`src/rtl/sha_stream_padder.sv`:
```
// Streaming SHA-256 padder: packs big-endian message words into 512-bit blocks and appends
// the 0x80 marker, zero fill and bit length, spilling into an extra block when they do not fit.
module sha_stream_padder #(
  parameter int IN_WIDTH   = 32,
  parameter int BLOCK_SIZE = 512,
  parameter int LEN_WIDTH  = 64
) (
  input  logic                        clk,
  input  logic                        rst_n,
  input  logic [IN_WIDTH-1:0]         in_data,
  input  logic                        in_valid,
  input  logic                        in_last,
  input  logic [$clog2(IN_WIDTH/8):0] in_bytes,
  output logic                        in_ready,
  output logic [BLOCK_SIZE-1:0]       blk_data,
  output logic                        blk_valid,
  output logic                        blk_first,
  output logic                        blk_last,
  input  logic                        blk_ready
);

  localparam int WORD_BYTES  = IN_WIDTH / 8;
  localparam int WORDS       = BLOCK_SIZE / IN_WIDTH;
  localparam int BLOCK_BYTES = BLOCK_SIZE / 8;
  localparam int IDX_W       = $clog2(WORDS + 1);
  localparam int FB_W        = $clog2(BLOCK_BYTES + 1);

  typedef enum logic [2:0] {
    FILL,
    PADCALC,
    EMIT,
    EMIT_PRE,
    EMIT_LAST
  } state_t;

  state_t                state;
  state_t                state_next;
  logic [BLOCK_SIZE-1:0] blk_buf;
  logic [BLOCK_SIZE-1:0] padded;
  logic [BLOCK_SIZE-1:0] extra;
  logic [IDX_W-1:0]      idx;
  logic [LEN_WIDTH-1:0]  bit_count;
  logic [FB_W-1:0]       fill_bytes;
  logic                  first_flag;
  logic                  marker_done;
  logic                  run;
  logic                  in_fire;
  logic                  blk_fire;
  logic                  len_fits;

  assign in_fire  = in_valid && in_ready;
  assign blk_fire = blk_valid && blk_ready;
  assign blk_data = blk_buf;

  // Length fits when the marker byte plus the whole length field still lie inside this block.
  assign len_fits = (int'(fill_bytes) + 1 + LEN_WIDTH / 8) <= BLOCK_BYTES;

  always_comb begin
    padded = blk_buf;
    for (int b = 0; b < BLOCK_BYTES; b++) begin
      if (FB_W'(b) == fill_bytes) begin
        padded[BLOCK_SIZE-1-8*b -: 8] = 8'h80;
      end else if (FB_W'(b) > fill_bytes) begin
        padded[BLOCK_SIZE-1-8*b -: 8] = 8'h00;
      end
    end
    if (len_fits) begin
      padded[LEN_WIDTH-1:0] = bit_count;
    end
  end

  always_comb begin
    extra                   = '0;
    extra[BLOCK_SIZE-1]     = !marker_done;
    extra[LEN_WIDTH-1:0]    = bit_count;
  end

  always_ff @(posedge clk or negedge rst_n) begin
    if (!rst_n) begin
      state <= FILL;
    end else begin
      state <= state_next;
    end
  end

  always_comb begin
    state_next = state;
    in_ready   = 1'b0;
    blk_valid  = 1'b0;
    blk_last   = 1'b0;
    case (state)
      FILL: begin
        in_ready = run;
        if (in_valid && run) begin
          if (in_last) begin
            state_next = PADCALC;
          end else if (idx == IDX_W'(WORDS - 1)) begin
            state_next = EMIT;
          end
        end
      end
      PADCALC: state_next = len_fits ? EMIT_LAST : EMIT_PRE;
      EMIT: begin
        blk_valid = 1'b1;
        if (blk_ready) state_next = FILL;
      end
      EMIT_PRE: begin
        blk_valid = 1'b1;
        if (blk_ready) state_next = EMIT_LAST;
      end
      EMIT_LAST: begin
        blk_valid = 1'b1;
        blk_last  = 1'b1;
        if (blk_ready) state_next = FILL;
      end
      default: state_next = FILL;
    endcase
    blk_first = blk_valid && first_flag;
  end

  // fill_bytes is only meaningful after the last word: it marks where the marker byte goes.
  always_ff @(posedge clk or negedge rst_n) begin
    if (!rst_n) begin
      blk_buf     <= '0;
      idx         <= '0;
      bit_count   <= '0;
      fill_bytes  <= '0;
      first_flag  <= 1'b1;
      marker_done <= 1'b0;
      run         <= 1'b0;
    end else begin
      run <= 1'b1;
      case (state)
        FILL: begin
          if (in_fire) begin
            for (int w = 0; w < WORDS; w++) begin
              if (idx == IDX_W'(w)) begin
                blk_buf[BLOCK_SIZE-1-w*IN_WIDTH -: IN_WIDTH] <= in_data;
              end
            end
            idx        <= idx + 1'b1;
            bit_count  <= bit_count + (in_last ? (LEN_WIDTH'(in_bytes) << 3)
                                               : LEN_WIDTH'(IN_WIDTH));
            fill_bytes <= FB_W'(int'(idx) * WORD_BYTES + int'(in_bytes));
          end
        end
        PADCALC: begin
          blk_buf     <= padded;
          marker_done <= int'(fill_bytes) < BLOCK_BYTES;
        end
        EMIT: begin
          if (blk_fire) begin
            blk_buf    <= '0;
            idx        <= '0;
            first_flag <= 1'b0;
          end
        end
        EMIT_PRE: begin
          if (blk_fire) begin
            blk_buf    <= extra;
            first_flag <= 1'b0;
          end
        end
        EMIT_LAST: begin
          if (blk_fire) begin
            blk_buf     <= '0;
            idx         <= '0;
            bit_count   <= '0;
            fill_bytes  <= '0;
            marker_done <= 1'b0;
            first_flag  <= 1'b1;
          end
        end
        default: ;
      endcase
    end
  end

endmodule

```
`config.mk`:
```
export PLATFORM = sky130hd
export DESIGN_NAME = sha_stream_padder
export DESIGN_NICKNAME = d
export VERILOG_FILES = /design/src/rtl/sha_stream_padder.sv
export SDC_FILE = /design/constraint.sdc
export NUM_CORES = 1
export LEC_CHECK = 0
export BUFFER_PORTS_ARGS = -buffer_cell sky130_fd_sc_hd__buf_4
export CELL_PAD_IN_SITES_DETAIL_PLACEMENT = 1
export CELL_PAD_IN_SITES_GLOBAL_PLACEMENT = 2
export CORE_MARGIN = 2
export CORE_UTILIZATION = 36
export DETAILED_ROUTE_END_ITERATION = 10
export PLACE_DENSITY = 0.89
export SLEW_MARGIN = 15
export SYNTH_ARGS = -nofsm -noshare
export SYNTH_HDL_FRONTEND = slang
export SYNTH_SLANG_ARGS = --single-unit
export TNS_END_PERCENT = 10
```
`constraint.sdc`:
```
create_clock -name clk -period 3.8 [get_ports clk]
set_clock_uncertainty 0.05 [all_clocks]
set_input_delay 0.19 -clock clk [delete_from_list [all_inputs] [get_ports clk]]
set_output_delay 0.19 -clock clk [all_outputs]
set_load 0.01 [all_outputs]
```
==> flow_summary_export.csv, run 1 <==
group,metric,value,unit
run_status,status,"finished clean",
power_and_ir_drop,irDropWorstVdd,0.000510,V
floorplan,dieHeight,273,µm
timing,fmax,0.289,GHz
global_route,grt_pass1_wl,144000,µm
yosys,synth_edf_count,0,
yosys,avgSynthCellArea,12.4,µm²
yosys,syn_inst,2104,
timing,slew-limit-headroom,0.245,
drt,ant_nets,0,
floorplan,coreArea,71500,µm²
global_route,grt.overflow.total,0,
power_and_ir_drop,power_leakage,15.7,nW
timing,finalHoldViolCount,0,
setup_path,crit_arrival,3.92,ns
setup_path,worstPathCellList,"or3_1 -> a21oi_1 -> a21oi_1 -> nand2_1 -> mux2_2",
drt,vias,19859,
placement,gp_congestion,0.921,
timing,fin_crit_sh,0.912,
layout,layout-drive-gt1-share,0.454,
timing,finalSetupViolCount,0,
drt,drt-total-wl,97300,µm
clock_tree,cts_resized,0,
clock_tree,cts_hold_repair.buffers,15,
placement,place_area,31400,µm²
clock_tree,cts_tree,"done",
yosys,synth_ff_type,"dfrtp_1",
timing,fin_crit,3.47,ns
setup_path,crit_path_frequent_cell,"a21oi_1",
job,drv_cap,0,
yosys,synth.most_common_cell,"dfrtp_1",
yosys,synth_cell_type_count,75,
drt,wl_per_cell,26.4,µm
drt,vias_per_cell,5.40,
drt,drt_pass1_iterations,5,
setup_path,cp_max_fo,24,
layout,final_area,33900,µm²
floorplan,initial_core_util,0.364,
global_route,grt_pass1_vias,21632,
timing,finalMaxSlewViolations,0,
clock_tree,worstSkewPairLatency,0.62,ns
floorplan,rows,98,
setup_path,critPathRequiredTime,4.25,ns
clock_tree,cts_max_path_buffers,3,
global_route,grt_max_degree,96,
yosys,async_reset_ff_frac,1.00,
clock_tree,postCtsSetupRepairBufs,0,
timing,worst_pin_slew,1.12,ns
setup_path,rr_worst_depth,5,
clock_tree,h-tree-depth,3,
clock_tree,cts_inserted_buffers,69,
clock_tree,cts_root_buf,"clkbuf_16",
setup_path,start_kind,"flop",
yosys,mappedNetlistArea,26000,µm²
clock_tree,path_clk_slew,0.06,ns
floorplan,die_area,74400,µm²
yosys,synth_top_area_share,0.568,
clock_tree,cts_num_sinks,591,
timing,rsz0062_at_grt,"no",
setup_path,crit_start,"state[2]$_DFFE_PN0P_",
setup_path,critPathKind,"reg -> reg",
yosys,ys_seq_elements,591,
floorplan,die_w,273,µm
setup_path,critPathCaptureType,"flop",
worst_hold_path,hold_path.class,"in -> reg",
layout,fin_nets,2729,
yosys,synth_area_leader_cell,"dfrtp_1",
yosys,yosys-top-cells-count,"dfrtp_1 (590), mux2_2 (455), a21oi_1 (147)",
yosys,synth_warnings,0,
worst_hold_path,min_path_cells,4,
drt,drtIter0Drc,1263,
global_route,grt_usage,0.258,
yosys,ys_seq_area_frac,0.569,
floorplan,ioPinCount,556,
timing,fin_setup_tns,0,ns
layout,area.growth.synth_to_final,30.5,%
global_route,antenna_found_initial,1,
yosys,synthTopCellsByArea,"dfrtp_1 (57%), mux2_2 (20%), a21oi_1 (2.8%)",
worst_hold_path,hp-start,"in_valid",
placement,portBuffers,555,
setup_path,cpPeakStageDelay,0.83,ns
power_and_ir_drop,power_density,1010,nW/µm²
setup_path,cpMaxStageDelayCell,"dfrtp_1",
placement,dpl.hpwl,71300,µm
yosys,syn-num-nets,2156,
drt,drc,0,
setup_path,timing.rr.start,"state[2]$_DFFE_PN0P_",
-- layer usage --
| layer | track usage | wire length (µm) | vias to the layer above |
|---|---|---|---|
| met3 | 0.0642 | 6720 | 175 |
| met2 | 0.427 | 46800 | 665 |
| met4 | 0.0995 | 3530 | 2 |
| li1 | - | - | 8612 |
| met1 | 0.325 | 40200 | 10405 |
| met5 | 0 | 11 | - |
-- power by group --
part	total (mW)	internal [mW]	switching (mW)
clock	7.00	4.22	2.78
sequential	11.0	9.09	1.86
combinational	16.2	7.51	8.72
-- final cells by class --
type / instances / area (µm²)
fillers: 7436 / 37600
flip-flops and latches: 591 / 14800
multi-input cells: 1302 / 10400
repair buffers: 638 / 4900
clock buffers: 103 / 2040
well taps: 950 / 1190
clock inverters: 20 / 362
inverters: 75 / 282
diodes: 1 / 2.50
-- cell usage in the layout (no fill, tap or decap), types with 25 or more instances in the layout --
cell and instances:
mux2i_1 54, o21ai_0 85, nand4_1 25, nand3_1 35
mux2_2 455, buf_4 617, inv_1 74, nor2_1 72
dfrtp_1 590, clkbuf_16 70, nand2_1 103, o31ai_1 31
and2_1 30, a21oi_1 147
-- cell families (layout without fill, tap and decap cells) --
kind of cell | count (synthesis) | count (layout) | share of synthesized area
xor+xnor | 23 | 23 | 0.00775
simple gates | 401 | 401 | 0.0820
flops | 591 | 591 | 0.569
mux | 509 | 509 | 0.218
compound gates | 356 | 356 | 0.0837
buf+inv | 211 | 836 | 0.0333
other cells | 1 | 2 | 0.000144
fa+ha+maj | 12 | 12 | 0.00607
-- sequential cells by signal, indices dropped and copies added, names as in the netlist --
name and count:
state 3, first_flag 1, blk_data 512, idx 5, run 1, marker_done 1, fill_bytes 7, bit_count 61
-- final timing paths --
check                                             to  slack (ns)
setup / recovery           blk_data[474]$_DFFE_PN0P_        0.33
hold / removal                    idx[4]$_DFFE_PN0P_        0.03
setup reg to reg           blk_data[474]$_DFFE_PN0P_        0.33
hold reg to reg              marker_done$_DFFE_PN0P_        0.45
max in group asynchronous     first_flag$_DFFE_PN1P_        2.44
min in group asynchronous  blk_data[261]$_DFFE_PN0P_        0.20
-- stage by stage --
step	instances	util	total power, mW	setup slack (ns)	hold slack, ns
global route	3679	0.474	35.9	0.197	0.0405
finish	3680	0.475	34.2	0.334	0.0347
detailed placement	3541	0.439	27.2	0.397	0.272
CTS	3679	0.474	34.5	0.388	0.00286
global placement	3541	0.439	26.5	0.533	0.272
floorplan	2104	-	18.9	0.973	-0.156
-- critical path, delay by kind of cell (launching register included) --
family / cells / cell delay (ns)
AO/OA/AOI/OAI: 2 / 0.72
flip-flops: 1 / 0.83
multiplexers: 1 / 0.46
AND/OR/NAND/NOR: 2 / 1.26
(Power assumes the default switching activity.)
==> inputs of run 2 (changes only) <==
Settings changed: RECOVER_POWER set to 50.
==> flow_summary_export.csv, run 2 (same netlist as run 1, synthesis figures left out) <==
group,metric,value,unit
power_and_ir_drop,power_leakage,13.8,nW
timing,slew-limit-headroom,-0.851,
clock_tree,worstSkewPairLatency,0.62,ns
power_and_ir_drop,power_density,1000,nW/µm²
setup_path,cpPeakStageDelay,0.84,ns
power_and_ir_drop,comb_power_share,0.444,
power_and_ir_drop,seq_power_share,0.339,
clock_tree,cts_root_buf,"clkbuf_16",
setup_path,crit_start,"state[2]$_DFFE_PN0P_",
layout,largest_reg_flops,512,
global_route,grt.overflow.total,0,
power_and_ir_drop,p_clk_frac,0.217,
setup_path,crit_family,"simple AND/OR/NAND/NOR gates",
timing,fin_crit_sh,0.909,
global_route,antenna_found_initial,1,
job,drv_cap,1,
run_status,status,"complete, but fails checks",
clock_tree,postCtsSetupRepairBufs,0,
timing,finalSetupViolCount,0,
layout,final_area,32100,µm²
layout,final_common_cell,"dfrtp_1",
setup_path,crit_path_frequent_cell,"a21oi_1",
drt,wl_per_cell,26.4,µm
setup_path,critPathRequiredTime,4.25,ns
global_route,grt_pass1_wl,144000,µm
worst_hold_path,hp-start,"in_data[10]",
drt,drt_pass1_iterations,5,
layout,layout-drive-gt1-share,0.275,
floorplan,coreArea,71500,µm²
timing,rsz0062_at_grt,"no",
setup_path,critPathKind,"reg -> reg",
timing,fin_crit,3.46,ns
drt,ant_nets,0,
global_route,grt_pass1_vias,21632,
layout,n_antenna_cell,0,
global_route,grt_max_degree,96,
timing,worst_pin_slew,2.78,ns
floorplan,die_area,74400,µm²
setup_path,crit_arrival,3.91,ns
drt,drt-total-wl,97100,µm
layout,layout_common_cells,"dfrtp_1 (590), clkbuf_1 (507), mux2_2 (455)",
timing,fmax,0.289,GHz
clock_tree,cts_resized,0,
timing,finalMaxSlewViolations,91,
worst_hold_path,hold_path.class,"in -> reg",
power_and_ir_drop,switchingPower,13.3,mW
layout,fin_nets,2729,
clock_tree,cts_hold_repair.buffers,15,
placement,place_area,31400,µm²
global_route,grt_usage,0.258,
power_and_ir_drop,irDropWorstVdd,0.000479,V
setup_path,timing.rr.start,"state[2]$_DFFE_PN0P_",
power_and_ir_drop,p_sw_frac,0.414,
drt,drc,0,
floorplan,initial_core_util,0.364,
setup_path,critPathCaptureType,"flop",
placement,place_ws,0.397,ns
timing,finalHoldViolCount,0,
timing,fin_setup_tns,0,ns
floorplan,rows,98,
clock_tree,cts_inserted_buffers,69,
setup_path,worstPathCellList,"or3_1 -> a21oi_1 -> a21oi_1 -> nand2_1 -> mux2_2",
drt,drtIter0Drc,1112,
layout,area.growth.synth_to_final,23.4,%
floorplan,dieHeight,273,µm
drt,vias_per_cell,5.39,
setup_path,start_kind,"flop",
clock_tree,cts_num_sinks,591,
clock_tree,cts_max_path_buffers,3,
setup_path,cpMaxStageDelayCell,"dfrtp_1",
timing,setup_slack,0.344,ns
run_status,violations,"max-capacitance violations, max-slew violations",
power_and_ir_drop,internal-power,18.9,mW
setup_path,cp_max_fo,24,
floorplan,ioPinCount,556,
floorplan,die_w,273,µm
placement,gp_congestion,0.921,
setup_path,worst-path-buf-inv,0,
drt,vias,19822,
placement,portBuffers,555,
clock_tree,cts_tree,"done",
placement,dpl.hpwl,71300,µm
clock_tree,h-tree-depth,3,
clock_tree,path_clk_slew,0.06,ns
-- run 2: changes by cell type in the layout (fill, tap and decap cells not counted) --
cell,change
clkbuf_2,+3
buf_8,-1
buf_4,-492
clkbuf_1,+490
diode_2,-1
-- run 2: metal layers --
| layer | wire length [µm] | up-vias | part of all wire | track usage |
|---|---|---|---|---|
| li1 | - | 8604 | - | - |
| met1 | 40100 | 10378 | 0.41 | 0.325 |
| met2 | 46800 | 671 | 0.48 | 0.427 |
| met3 | 6740 | 167 | 0.069 | 0.0642 |
| met4 | 3470 | 2 | 0.036 | 0.0995 |
| met5 | 11 | - | 0.00011 | 0 |
-- run 2: cell type report --
type | instances | area [µm²]
Sequential cell | 591 | 14800
Inverter | 75 | 282
Fill cell | 7783 | 39400
Clock inverter | 20 | 362
Clock buffer | 103 | 2040
Tap cell | 950 | 1190
Timing Repair Buffer | 638 | 3040
Multi-Input combinational cell | 1302 | 10400
-- run 2: path summary, 6_finish.rpt --
| kind | endpoint | slack, ns | depth (start not counted) |
|---|---|---|---|
| setup / recovery | blk_data[474]$_DFFE_PN0P_ | 0.34 | 5 |
| hold / removal | blk_data[170]$_DFFE_PN0P_ | 0.04 | 3 |
| setup reg to reg | blk_data[474]$_DFFE_PN0P_ | 0.34 | 5 |
| hold reg to reg | blk_data[191]$_DFFE_PN0P_ | 0.45 | 1 |
| max in group asynchronous | blk_data[443]$_DFFE_PN0P_ | 0.82 | 3 |
| min in group asynchronous | blk_data[261]$_DFFE_PN0P_ | 0.97 | 2 |
-- run 2: stage by stage --
| stage | power, mW | std cells | util | hold slack [ns] |
|---|---|---|---|---|
| global placement | 26.5 | 3541 | 0.439 | 0.272 |
| finish | 32.2 | 3679 | 0.449 | 0.0449 |
| CTS | 34.5 | 3679 | 0.474 | 0.00286 |
| detailed placement | 27.2 | 3541 | 0.439 | 0.272 |
| floorplan | 18.9 | 2104 | - | -0.156 |
| global route | 33.8 | 3679 | 0.449 | 0.0405 |
-- run 2: worst min-delay path, delay by kind of cell --
| family | cells | cell delay, ns |
|---|---|---|
| muxes | 1 | 0.19 |
| and+or+nand+nor | 1 | 0.23 |
| buffers and inverters | 1 | 0.07 |
-- run 2: power groups by stage --
stage	Clock, mW	Combinational [mW]	Sequential (mW)
global placement	0	15.8	10.8
finish	6.99	14.3	10.9
global route	7.40	15.2	11.2
detailed placement	0	16.3	11.0
floorplan	0	7.19	11.7
CTS	7.16	16.4	10.9
